<file path="src/rtl/mac_pe.sv">
// mac_pe: systolic multiply/accumulate processing element.
// Operands are forwarded east/south with one cycle of latency. A two-stage
// pipeline (multiply, then accumulate) produces one dot product per
// first..last group. The sum is parked in a result register with a
// valid/ready handshake.
// Optional build macro: MAC_PE_SATURATE_EN (saturating accumulate + sat_hit).
//
// state | meaning
// ------+------------------------------------------------------------
// IDLE  | no group open; the next valid sample starts a new group
// ACCUM | group open; samples add to acc until one carries last
module mac_pe #(
  parameter int DATA_W = 8,
  parameter int ACC_W  = 32,
  parameter int SIGNED = 0
) (
  input  logic              clk,
  input  logic              reset,
  input  logic [DATA_W-1:0] a_in,
  input  logic [DATA_W-1:0] b_in,
  input  logic              valid_in,
  input  logic              first_in,
  input  logic              last_in,
  output logic [DATA_W-1:0] a_out,
  output logic [DATA_W-1:0] b_out,
  output logic              valid_out,
  output logic              first_out,
  output logic              last_out,
  output logic [ACC_W-1:0]  result,
  output logic              result_valid,
  input  logic              result_ready,
  output logic              busy,
  output logic              proto_err,
  output logic              overrun,
  output logic              sat_hit
);

  localparam int PROD_W = 2 * DATA_W;
  localparam int EXT_W  = ACC_W - PROD_W;

  if (ACC_W < 2 * DATA_W) begin : g_width_check
    $error("mac_pe: ACC_W must be at least 2*DATA_W");
  end

  typedef enum logic {
    IDLE  = 1'b0,
    ACCUM = 1'b1
  } state_t;

  state_t state_q, state_d;

  logic [DATA_W-1:0] a_out_q, a_out_d, b_out_q, b_out_d;
  logic              valid_out_q, valid_out_d;
  logic              first_out_q, first_out_d;
  logic              last_out_q, last_out_d;

  logic [PROD_W-1:0] p1_q, p1_d;
  logic              v1_q, v1_d, f1_q, f1_d, l1_q, l1_d;

  logic [ACC_W-1:0]  acc_q, acc_d;
  logic [ACC_W-1:0]  result_q, result_d;
  logic              result_valid_q, result_valid_d;
  logic              proto_err_q, proto_err_d;
  logic              overrun_q, overrun_d;
  logic              sat_hit_q, sat_hit_d;

  logic [PROD_W-1:0] a_ext, b_ext, prod;
  logic [ACC_W-1:0]  ext_p1, base, sum;
  logic              start_grp, frame_err, sat;

  // Operand extension to product width; sign extension makes the low
  // PROD_W bits of the product equal the two's complement product.
  always_comb begin
    if (SIGNED != 0) begin
      a_ext = {{DATA_W{a_in[DATA_W-1]}}, a_in};
      b_ext = {{DATA_W{b_in[DATA_W-1]}}, b_in};
    end else begin
      a_ext = {{DATA_W{1'b0}}, a_in};
      b_ext = {{DATA_W{1'b0}}, b_in};
    end
    prod = a_ext * b_ext;
  end

  if (EXT_W == 0) begin : g_ext_none
    assign ext_p1 = p1_q;
  end else begin : g_ext
    assign ext_p1 = {{EXT_W{(SIGNED != 0) & p1_q[PROD_W-1]}}, p1_q};
  end

  // Forwarding and stage-1 capture; no stall path.
  always_comb begin
    a_out_d     = a_in;
    b_out_d     = b_in;
    valid_out_d = valid_in;
    first_out_d = first_in;
    last_out_d  = last_in;
    v1_d        = valid_in;
    f1_d        = valid_in & first_in;
    l1_d        = valid_in & last_in;
    p1_d        = valid_in ? prod : p1_q;
  end

  // Group FSM: decides whether this sample starts a fresh sum and flags bad framing.
  always_comb begin
    state_d   = state_q;
    start_grp = 1'b0;
    frame_err = 1'b0;
    if (v1_q) begin
      case (state_q)
        IDLE: begin
          start_grp = 1'b1;
          frame_err = ~f1_q;
        end
        ACCUM: begin
          start_grp = f1_q;
          frame_err = f1_q;
        end
        default: ;
      endcase
      state_d = l1_q ? IDLE : ACCUM;
    end
  end

  assign base = start_grp ? '0 : acc_q;

`ifdef MAC_PE_SATURATE_EN
  logic [ACC_W:0]   sum_full;
  logic [ACC_W-1:0] sum_wrap;
  logic             ovf;

  // Saturating add: clamp toward the sign of the operands on overflow.
  always_comb begin
    sum_full = {1'b0, base} + {1'b0, ext_p1};
    sum_wrap = sum_full[ACC_W-1:0];
    if (SIGNED != 0) begin
      ovf = (base[ACC_W-1] == ext_p1[ACC_W-1]) && (sum_wrap[ACC_W-1] != base[ACC_W-1]);
      sum = ovf ? {base[ACC_W-1], {(ACC_W-1){~base[ACC_W-1]}}} : sum_wrap;
    end else begin
      ovf = sum_full[ACC_W];
      sum = ovf ? '1 : sum_wrap;
    end
    sat = ovf;
  end
`else
  // Wrapping add.
  always_comb begin
    sum = base + ext_p1;
    sat = 1'b0;
  end
`endif

  // Accumulator, result handshake and sticky status flags.
  always_comb begin
    acc_d          = acc_q;
    result_d       = result_q;
    result_valid_d = result_valid_q;
    overrun_d      = overrun_q;
    proto_err_d    = proto_err_q | frame_err;
    sat_hit_d      = sat_hit_q | (v1_q & sat);
    if (v1_q) begin
      acc_d = sum;
    end
    if (v1_q && l1_q) begin
      if (!result_valid_q || result_ready) begin
        result_d       = sum;
        result_valid_d = 1'b1;
      end else begin
        overrun_d = 1'b1;
      end
    end else if (result_valid_q && result_ready) begin
      result_valid_d = 1'b0;
    end
  end

  // All state registers; async reset discards pipeline contents and partial sums.
  always_ff @(posedge clk or posedge reset) begin
    if (reset) begin
      state_q        <= IDLE;
      a_out_q        <= '0;
      b_out_q        <= '0;
      valid_out_q    <= 1'b0;
      first_out_q    <= 1'b0;
      last_out_q     <= 1'b0;
      p1_q           <= '0;
      v1_q           <= 1'b0;
      f1_q           <= 1'b0;
      l1_q           <= 1'b0;
      acc_q          <= '0;
      result_q       <= '0;
      result_valid_q <= 1'b0;
      proto_err_q    <= 1'b0;
      overrun_q      <= 1'b0;
      sat_hit_q      <= 1'b0;
    end else begin
      state_q        <= state_d;
      a_out_q        <= a_out_d;
      b_out_q        <= b_out_d;
      valid_out_q    <= valid_out_d;
      first_out_q    <= first_out_d;
      last_out_q     <= last_out_d;
      p1_q           <= p1_d;
      v1_q           <= v1_d;
      f1_q           <= f1_d;
      l1_q           <= l1_d;
      acc_q          <= acc_d;
      result_q       <= result_d;
      result_valid_q <= result_valid_d;
      proto_err_q    <= proto_err_d;
      overrun_q      <= overrun_d;
      sat_hit_q      <= sat_hit_d;
    end
  end

  assign a_out        = a_out_q;
  assign b_out        = b_out_q;
  assign valid_out    = valid_out_q;
  assign first_out    = first_out_q;
  assign last_out     = last_out_q;
  assign result       = result_q;
  assign result_valid = result_valid_q;
  assign busy         = (state_q == ACCUM);
  assign proto_err    = proto_err_q;
  assign overrun      = overrun_q;
  assign sat_hit      = sat_hit_q;

endmodule

</file>
<file path="config.mk">
export PLATFORM = sky130hd
export DESIGN_NAME = mac_pe
export DESIGN_NICKNAME = d
export VERILOG_FILES = /design/src/rtl/mac_pe.sv
export SDC_FILE = /design/constraint.sdc
export NUM_CORES = 1
export LEC_CHECK = 0
export CAP_MARGIN = 20
export CORE_MARGIN = 4
export CORE_UTILIZATION = 60
export CTS_CLUSTER_SIZE = 30
export DETAILED_ROUTE_END_ITERATION = 10
export PLACE_DENSITY = 0.86
export SYNTH_ARGS = -nofsm -noshare
export SYNTH_HDL_FRONTEND = slang
export SYNTH_SLANG_ARGS = --single-unit
</file>
<file path="constraint.sdc">
create_clock -name clk -period 6.75 [get_ports clk]
set_input_delay 1.0125 -clock clk [delete_from_list [all_inputs] [get_ports clk]]
set_output_delay 1.0125 -clock clk [all_outputs]
set_load 0.05 [all_outputs]
</file>
==> results.yml, run 1 <==
sta:
  finalHoldViolCount: 0
  fin_worst_skew_ps: 5.552
  drv_slew: 0
  worst_slew_pin_slew_ps: 830.7
  min_period_ps: 5611
  rsz0062_at_grt: "no"
  post-route-period-util_pct: 83.13
  fin_tns_setup_ps: 0
  relSlewSlack_pct: 44.56
  setup_violations: 0
  fmax_ghz: 0.1782
clocking:
  cts.sinks: 105
  cts_setup_buffers: 0
  clk_latency_ps: 350
  ctsHoldBuffers: 0
  cts_root_buf: "clkbuf_16"
  cts_resized: 0
  cts.path.max_buffers: 2
  path_clk_slew_ps: 70
  cts_tree: "yes"
  h-tree-depth: 3
  cts_buffers: 9
cells_and_area:
  nets: 936
  stdcell_count: 975
  multi_input_area_mm2: 0.004315
  final_cell_mix: "nand2_1 (105), dfrtp_1 (105), clkdlybuf4s50_1 (76), and2_1 (69), inv_1 (62)"
  final_util_pct: 70.87
  seq_area_mm2: 0.002628
  n_fill_cell: 840
  antenna_cells: 0
  drive_gt1_share_pct: 7.005
  area_growth_syn_to_layout_pct: 16.17
synthesis:
  synth_cell_types: 65
  synth.avg_cell_area_um2: 9.639
  yosys_warnings: 0
  netlist_area_mm2: 0.007297
  synthTopCellsByArea: "dfrtp_1 (36%), fa_1 (10%), ha_1 (9.1%)"
  seq_area_frac_synth_pct: 36.01
  synth-edff-count: 0
  async_reset_ff_share_pct: 100.0
  synth_nets: 869
  syn_inst: 757
  synth_largest_area_cell: "dfrtp_1"
  netlist.area_leader.share_pct: 36.01
  ys_seq_elements: 105
  yosys_most_used_dff: "dfrtp_1"
floorplanning:
  start_util_pct: 61.00
  coreArea_mm2: 0.01196
  num_rows: 40
  die_area_mm2: 0.01399
  die_y_um: 118.3
  die_width_um: 118.3
  ios: 78
placement:
  dp.cells: 958
  port_buffers: 76
  dp_hpwl_mm: 11.86
  gp_congestion: 0.8912
power_and_ir_drop:
  p_switching_uw: 1293
  ir_drop_mv: 0.2180
  pwr-share-clk_pct: 17.4
  powerDensity_mw_per_mm2: 361.9
  leakagePower_uw: 0.003877
  p_comb_share_pct: 53.8
  intPower_uw: 1775
  seqPwrFrac_pct: 28.9
  swShare_pct: 42.15
setup_path:
  timing.rr.start: "f1_q"
  critPathLaunchType: "input pin"
  crit_type: "in2reg"
  r2r-end: "acc_q[28]"
  cpPeakStageDelay_ps: 620
  critPathSlowestCell: "clkdlybuf4s50_1"
  setup.worst_path.end_class: "flop"
  path_cells: "clkdlybuf4s50_1 -> nand2_1 -> fa_1 -> fa_1 -> inv_1 -> fa_1 -> inv_1 -> fa_1 -> inv_1 -> ha_1 -> o21a_1 -> o31a_1 -> o41ai_1 -> o21ai_0 -> a21oi_1 -> xnor2_1 -> mux2_2"
  critPathMostFrequentCell: "fa_1"
  worstRegToRegCells: 15
  regToRegSetupSlack_ps: 2520
  arrival_ps: 5850
  required_ps: 6980
  crit_fanout: 9
route:
  first_pass_iters: 7
  drt_wl_total_mm: 16.20
  detail-route-antenna-nets: 0
  num_vias: 5727
  vias_per_cell: 5.874
  drc: 0
  wire_per_inst_um: 16.61
  drt-initial-drc-count: 519
hold_path:
  holdPathEnd: "proto_err"
  hp-start: "proto_err"
  min_path_cells: 1
  hold_class: "reg2reg"
grt:
  grt_pass1_vias: 5864
  gr-usage-all-layers_pct: 24.44
  antenna_found_initial: 0
  grt_max_degree: 57
  grt_pass1_wl_mm: 28.15
  gr-total-overflow: 0
run_status:
  outcome: "complete, no violations"
job:
  drv_cap: 0
routing by layer:
| metal | up-vias | track usage (%) | share of wire [%] |
|---|---|---|---|
| li1 | 2698 | - | - |
| met1 | 2804 | 31.91 | 44 |
| met2 | 193 | 41.37 | 49 |
| met3 | 32 | 3.397 | 4.9 |
| met4 | 0 | 9.451 | 2.4 |
| met5 | - | 0 | 0 |
area by class of cell:
cell class | instances | area share, %
clock buffer | 13 | 3.070
clock inverter | 2 | 0.4428
inverter | 63 | 2.819
multi-input combinational | 562 | 50.91
sequential | 105 | 31.00
tap | 147 | 2.170
timing repair buffer | 83 | 9.594
how the worst max path moves through the flow:
stage                       start        to  slack (ps)  depth (start not counted)
after floorplan           a_in[1]  p1_q[13]        1870                         15
after global placement    a_in[0]  p1_q[13]         980                         17
after detailed placement  b_in[7]  p1_q[13]         850                         17
after CTS                 b_in[7]  p1_q[13]        1170                         17
after global routing      a_in[0]  p1_q[13]         810                         17
final                     b_in[7]  p1_q[13]        1140                         17
power groups by stage:
| stage | Sequential, µW | Combinational (µW) | Clock [µW] |
|---|---|---|---|
| after floorplan | 1070 | 1050 | 0 |
| after global placement | 888 | 1570 | 0 |
| after detailed placement | 894 | 1620 | 0 |
| after CTS | 885 | 1640 | 538 |
| after global routing | 901 | 1830 | 565 |
| final | 885 | 1650 | 533 |
synth_stat cells (2+ instances only):
| library cell | n |
|---|---|
| nand3_1 | 14 |
| o2bb2ai_1 | 4 |
| or4_1 | 2 |
| o311ai_1 | 2 |
| a21o_1 | 10 |
| a21oi_1 | 32 |
| inv_1 | 63 |
| and2_1 | 69 |
| clkbuf_1 | 16 |
| o21ai_1 | 6 |
| o21ai_0 | 34 |
| ha_1 | 53 |
| a22o_1 | 2 |
| or3_1 | 2 |
| nor2_1 | 34 |
| o21a_1 | 6 |
| o211ai_1 | 7 |
| a31oi_1 | 2 |
| buf_1 | 5 |
| dfrtp_1 | 105 |
| nor3_1 | 11 |
| nand4_1 | 7 |
| and4_1 | 5 |
| o21bai_1 | 3 |
| a221o_1 | 2 |
| nand2b_1 | 5 |
| nor2b_1 | 3 |
| nor4_1 | 2 |
| buf_2 | 4 |
| mux2i_1 | 6 |
| nand2_1 | 105 |
| and3_1 | 3 |
| o22ai_1 | 3 |
| fa_1 | 37 |
| xnor2_1 | 22 |
| a211oi_1 | 7 |
| xor2_1 | 10 |
| mux2_2 | 27 |
per-stage QoR:
step / total power [µW] / worst slack (ps) / instance area [µm²] / hold slack (ps)
finish: 3067 / 1139 / 8477 / 470.3
global route: 3295 / 813.1 / 8477 / 499.2
global placement: 2459 / 978.3 / 8164 / 438.7
floorplan: 2114 / 1865 / 7297 / 445.0
CTS: 3068 / 1168 / 8462 / 471.8
detailed placement: 2516 / 851.2 / 8164 / 456.9
critical path, delay by kind of cell:
kind / cells / cell delay (ps)
buffers and inverters: 4 / 780
XOR/XNOR: 1 / 80
AO/OA/AOI/OAI: 5 / 1110
AND/OR/NAND/NOR: 1 / 130
multiplexers: 1 / 260
adder cells (fa/ha/maj): 5 / 2480
sequential cells by signal, summed over array words and instances (netlist names):
name and count:
v1_q 1, b_out 8, proto_err 1, p1_q 16, overrun 1, result 32, busy 1, acc_q 32
result_valid 1, f1_q 1, l1_q 1, last_out 1, first_out 1, a_out 8
logic make-up after synthesis:
family | synth area share, %
and+or+nand+nor | 18.62
AOI/OAI and AO/OA | 12.40
DFF | 36.01
adders and majority gates | 19.24
buffers and inverters | 4.853
muxes | 4.990
xor gates and xnor gates | 3.841
other | 0.05139
Power figures use the tool's default switching activity.
==> run 2: changes to the inputs <==
--- a/config.mk
+++ b/config.mk
@@ -7,10 +7,10 @@
 export LEC_CHECK = 0
 export CAP_MARGIN = 20
 export CORE_MARGIN = 4
-export CORE_UTILIZATION = 60
+export CORE_UTILIZATION = 58
 export CTS_CLUSTER_SIZE = 30
 export DETAILED_ROUTE_END_ITERATION = 10
-export PLACE_DENSITY = 0.86
+export PLACE_DENSITY = 0.84
 export SYNTH_ARGS = -nofsm -noshare
 export SYNTH_HDL_FRONTEND = slang
 export SYNTH_SLANG_ARGS = --single-unit
==> constraint.sdc (replaced) <==
create_clock -name clk -period 5.8 [get_ports clk]
set_input_delay 0.87 -clock clk [delete_from_list [all_inputs] [get_ports clk]]
set_output_delay 0.87 -clock clk [all_outputs]
set_load 0.05 [all_outputs]
==> run 2 against run 1 <==
Sequential power rose by 16%; first-iteration DRC count fell by 11%; clock power up 17%; total power up 18%; die area grew 3.2%; register-to-register slack got worse by 1000 ps; highest routed layer unchanged.
==> results.yml, run 2 (synthesis gave the netlist of run 1 again) <==
clocking:
  cts_root_buf: "clkbuf_16"
  path_clk_slew_ps: 70
  cts.sinks: 105
  cts_buffers: 9
  cts.path.max_buffers: 2
  h-tree-depth: 3
  clk_latency_ps: 360
  ctsHoldBuffers: 0
  cts_tree: "yes"
  cts_resized: 0
  cts_setup_buffers: 0
floorplanning:
  num_rows: 40
  coreArea_mm2: 0.01216
  die_y_um: 120.2
  start_util_pct: 60.00
  ios: 78
  die_width_um: 120.2
  die_area_mm2: 0.01444
setup_path:
  path_cells: "clkdlybuf4s50_1 -> nand2_1 -> fa_1 -> fa_1 -> inv_1 -> fa_1 -> inv_1 -> fa_1 -> inv_1 -> ha_1 -> o21a_1 -> o31a_1 -> o41ai_1 -> o21ai_0 -> a21oi_1 -> xnor2_1 -> mux2_2"
  critPathSlowestCell: "clkdlybuf4s50_1"
  critPathLaunchType: "input pin"
  crit_fanout: 9
  required_ps: 6040
  crit_family: "adder cells"
  crit_type: "in2reg"
  critPathMostFrequentCell: "fa_1"
  arrival_ps: 5740
  setup.worst_path.end_class: "flop"
  path_buf_inv: 4
  cpPeakStageDelay_ps: 650
cells_and_area:
  drive_gt1_share_pct: 7.683
  n_fill_cell: 884
  final_util_pct: 70.22
  final_cell_mix: "nand2_1 (105), dfrtp_1 (105), clkdlybuf4s50_1 (76), and2_1 (69), inv_1 (62)"
  stdcell_count: 1001
  seq_area_mm2: 0.002628
  multi_input_area_mm2: 0.004315
  nets: 941
  area_growth_syn_to_layout_pct: 17.03
  antenna_cells: 0
power_and_ir_drop:
  pwr-share-clk_pct: 17.3
  p_comb_share_pct: 54.2
  ir_drop_mv: 0.2497
  intPower_uw: 2068
  swShare_pct: 42.71
  p_switching_uw: 1542
  leakagePower_uw: 0.003908
  seqPwrFrac_pct: 28.5
  powerDensity_mw_per_mm2: 422.7
  power.total_uw: 3610
route:
  drt_wl_total_mm: 16.77
  vias_per_cell: 5.828
  drc: 0
  wire_per_inst_um: 16.75
  first_pass_iters: 5
  detail-route-antenna-nets: 0
  drt-initial-drc-count: 462
  num_vias: 5834
sta:
  rsz0062_at_grt: "no"
  fin_tns_setup_ps: 0
  relSlewSlack_pct: 38.60
  drv_slew: 0
  worst_slew_pin_slew_ps: 918.5
  fmax_ghz: 0.1820
  post-route-period-util_pct: 94.73
  fin_worst_skew_ps: 8.589
  finalHoldViolCount: 0
  setup_violations: 0
  min_period_ps: 5494
grt:
  grt_max_degree: 61
  grt_pass1_wl_mm: 28.78
  antenna_found_initial: 0
  gr-total-overflow: 0
  gr-usage-all-layers_pct: 24.53
  grt_pass1_vias: 5955
hold_path:
  hold_class: "reg2reg"
job:
  drv_cap: 0
placement:
  port_buffers: 76
  dp_hpwl_mm: 12.18
  gp_congestion: 0.9320
  dp.cells: 986
run_status:
  outcome: "complete, no violations"
[run 2: layout make-up]
| cell class | instances | area share [%] |
|---|---|---|
| Multi-Input combinational cell | 562 | 50.53 |
| Clock inverter | 3 | 0.4689 |
| Sequential cell | 105 | 30.77 |
| Inverter | 63 | 2.799 |
| Timing Repair Buffer | 88 | 9.963 |
| Clock buffer | 12 | 3.004 |
| Tap cell | 168 | 2.462 |
[run 2: power by group through the flow]
stage / Combinational, µW / Clock [µW] / Sequential, µW
floorplan: 1220 / 0 / 1240
global placement: 1850 / 0 / 1030
detailed placement: 1920 / 0 / 1040
CTS: 1960 / 630 / 1030
global route: 2150 / 659 / 1050
finish: 1960 / 625 / 1030
[run 2: path summary, 6_finish.rpt]
| kind | end | depth (start not counted) | slack [ps] | from |
|---|---|---|---|---|
| setup / recovery | p1_q[13] | 17 | 310 | a_in[1] |
| hold / removal | result[11] | 2 | 480 | result[11] |
| setup reg to reg | acc_q[26] | 15 | 1520 | f1_q |
| hold reg to reg | result[11] | 2 | 480 | result[11] |
| max in group asynchronous | a_out[5] | 3 | 3680 | reset |
| min in group asynchronous | f1_q | 2 | 990 | reset |
[run 2: worst register-to-register path, delay by kind of cell, from the launching register on]
kind	cells	cell delay [ps]
compound gates	4	680
fa+ha+maj	3	1230
buf+inv	3	330
flops	1	370
mux	1	240
simple gates	4	1310
[run 2: metal layers]
layer  part of all wire [%]  global-route usage (%)  vias up
li1                       -                       -     2711
met1                     42                   31.25     2896
met2                     51                   42.33      202
met3                    5.4                   5.090       25
met4                    1.9                   7.087        0
met5                      0                       0        -
[run 2: metrics by stage]
stage	instance area (µm²)	setup slack [ps]	hold slack, ps
floorplan	7297	1058	445.0
global placement	8243	198.4	441.4
detailed placement	8243	80.50	461.3
CTS	8539	334.8	479.9
global route	8539	15.02	494.4
finish	8539	305.7	477.8
==> run 3: changes to the inputs <==
--- a/config.mk
+++ b/config.mk
@@ -11,6 +11,7 @@
 export CTS_CLUSTER_SIZE = 30
 export DETAILED_ROUTE_END_ITERATION = 10
 export PLACE_DENSITY = 0.84
+export SKIP_LAST_GASP = 1
 export SYNTH_ARGS = -nofsm -noshare
 export SYNTH_HDL_FRONTEND = slang
 export SYNTH_SLANG_ARGS = --single-unit
==> results of run 3 <==
Final layout, timing and power as in run 2 (identical DEF).
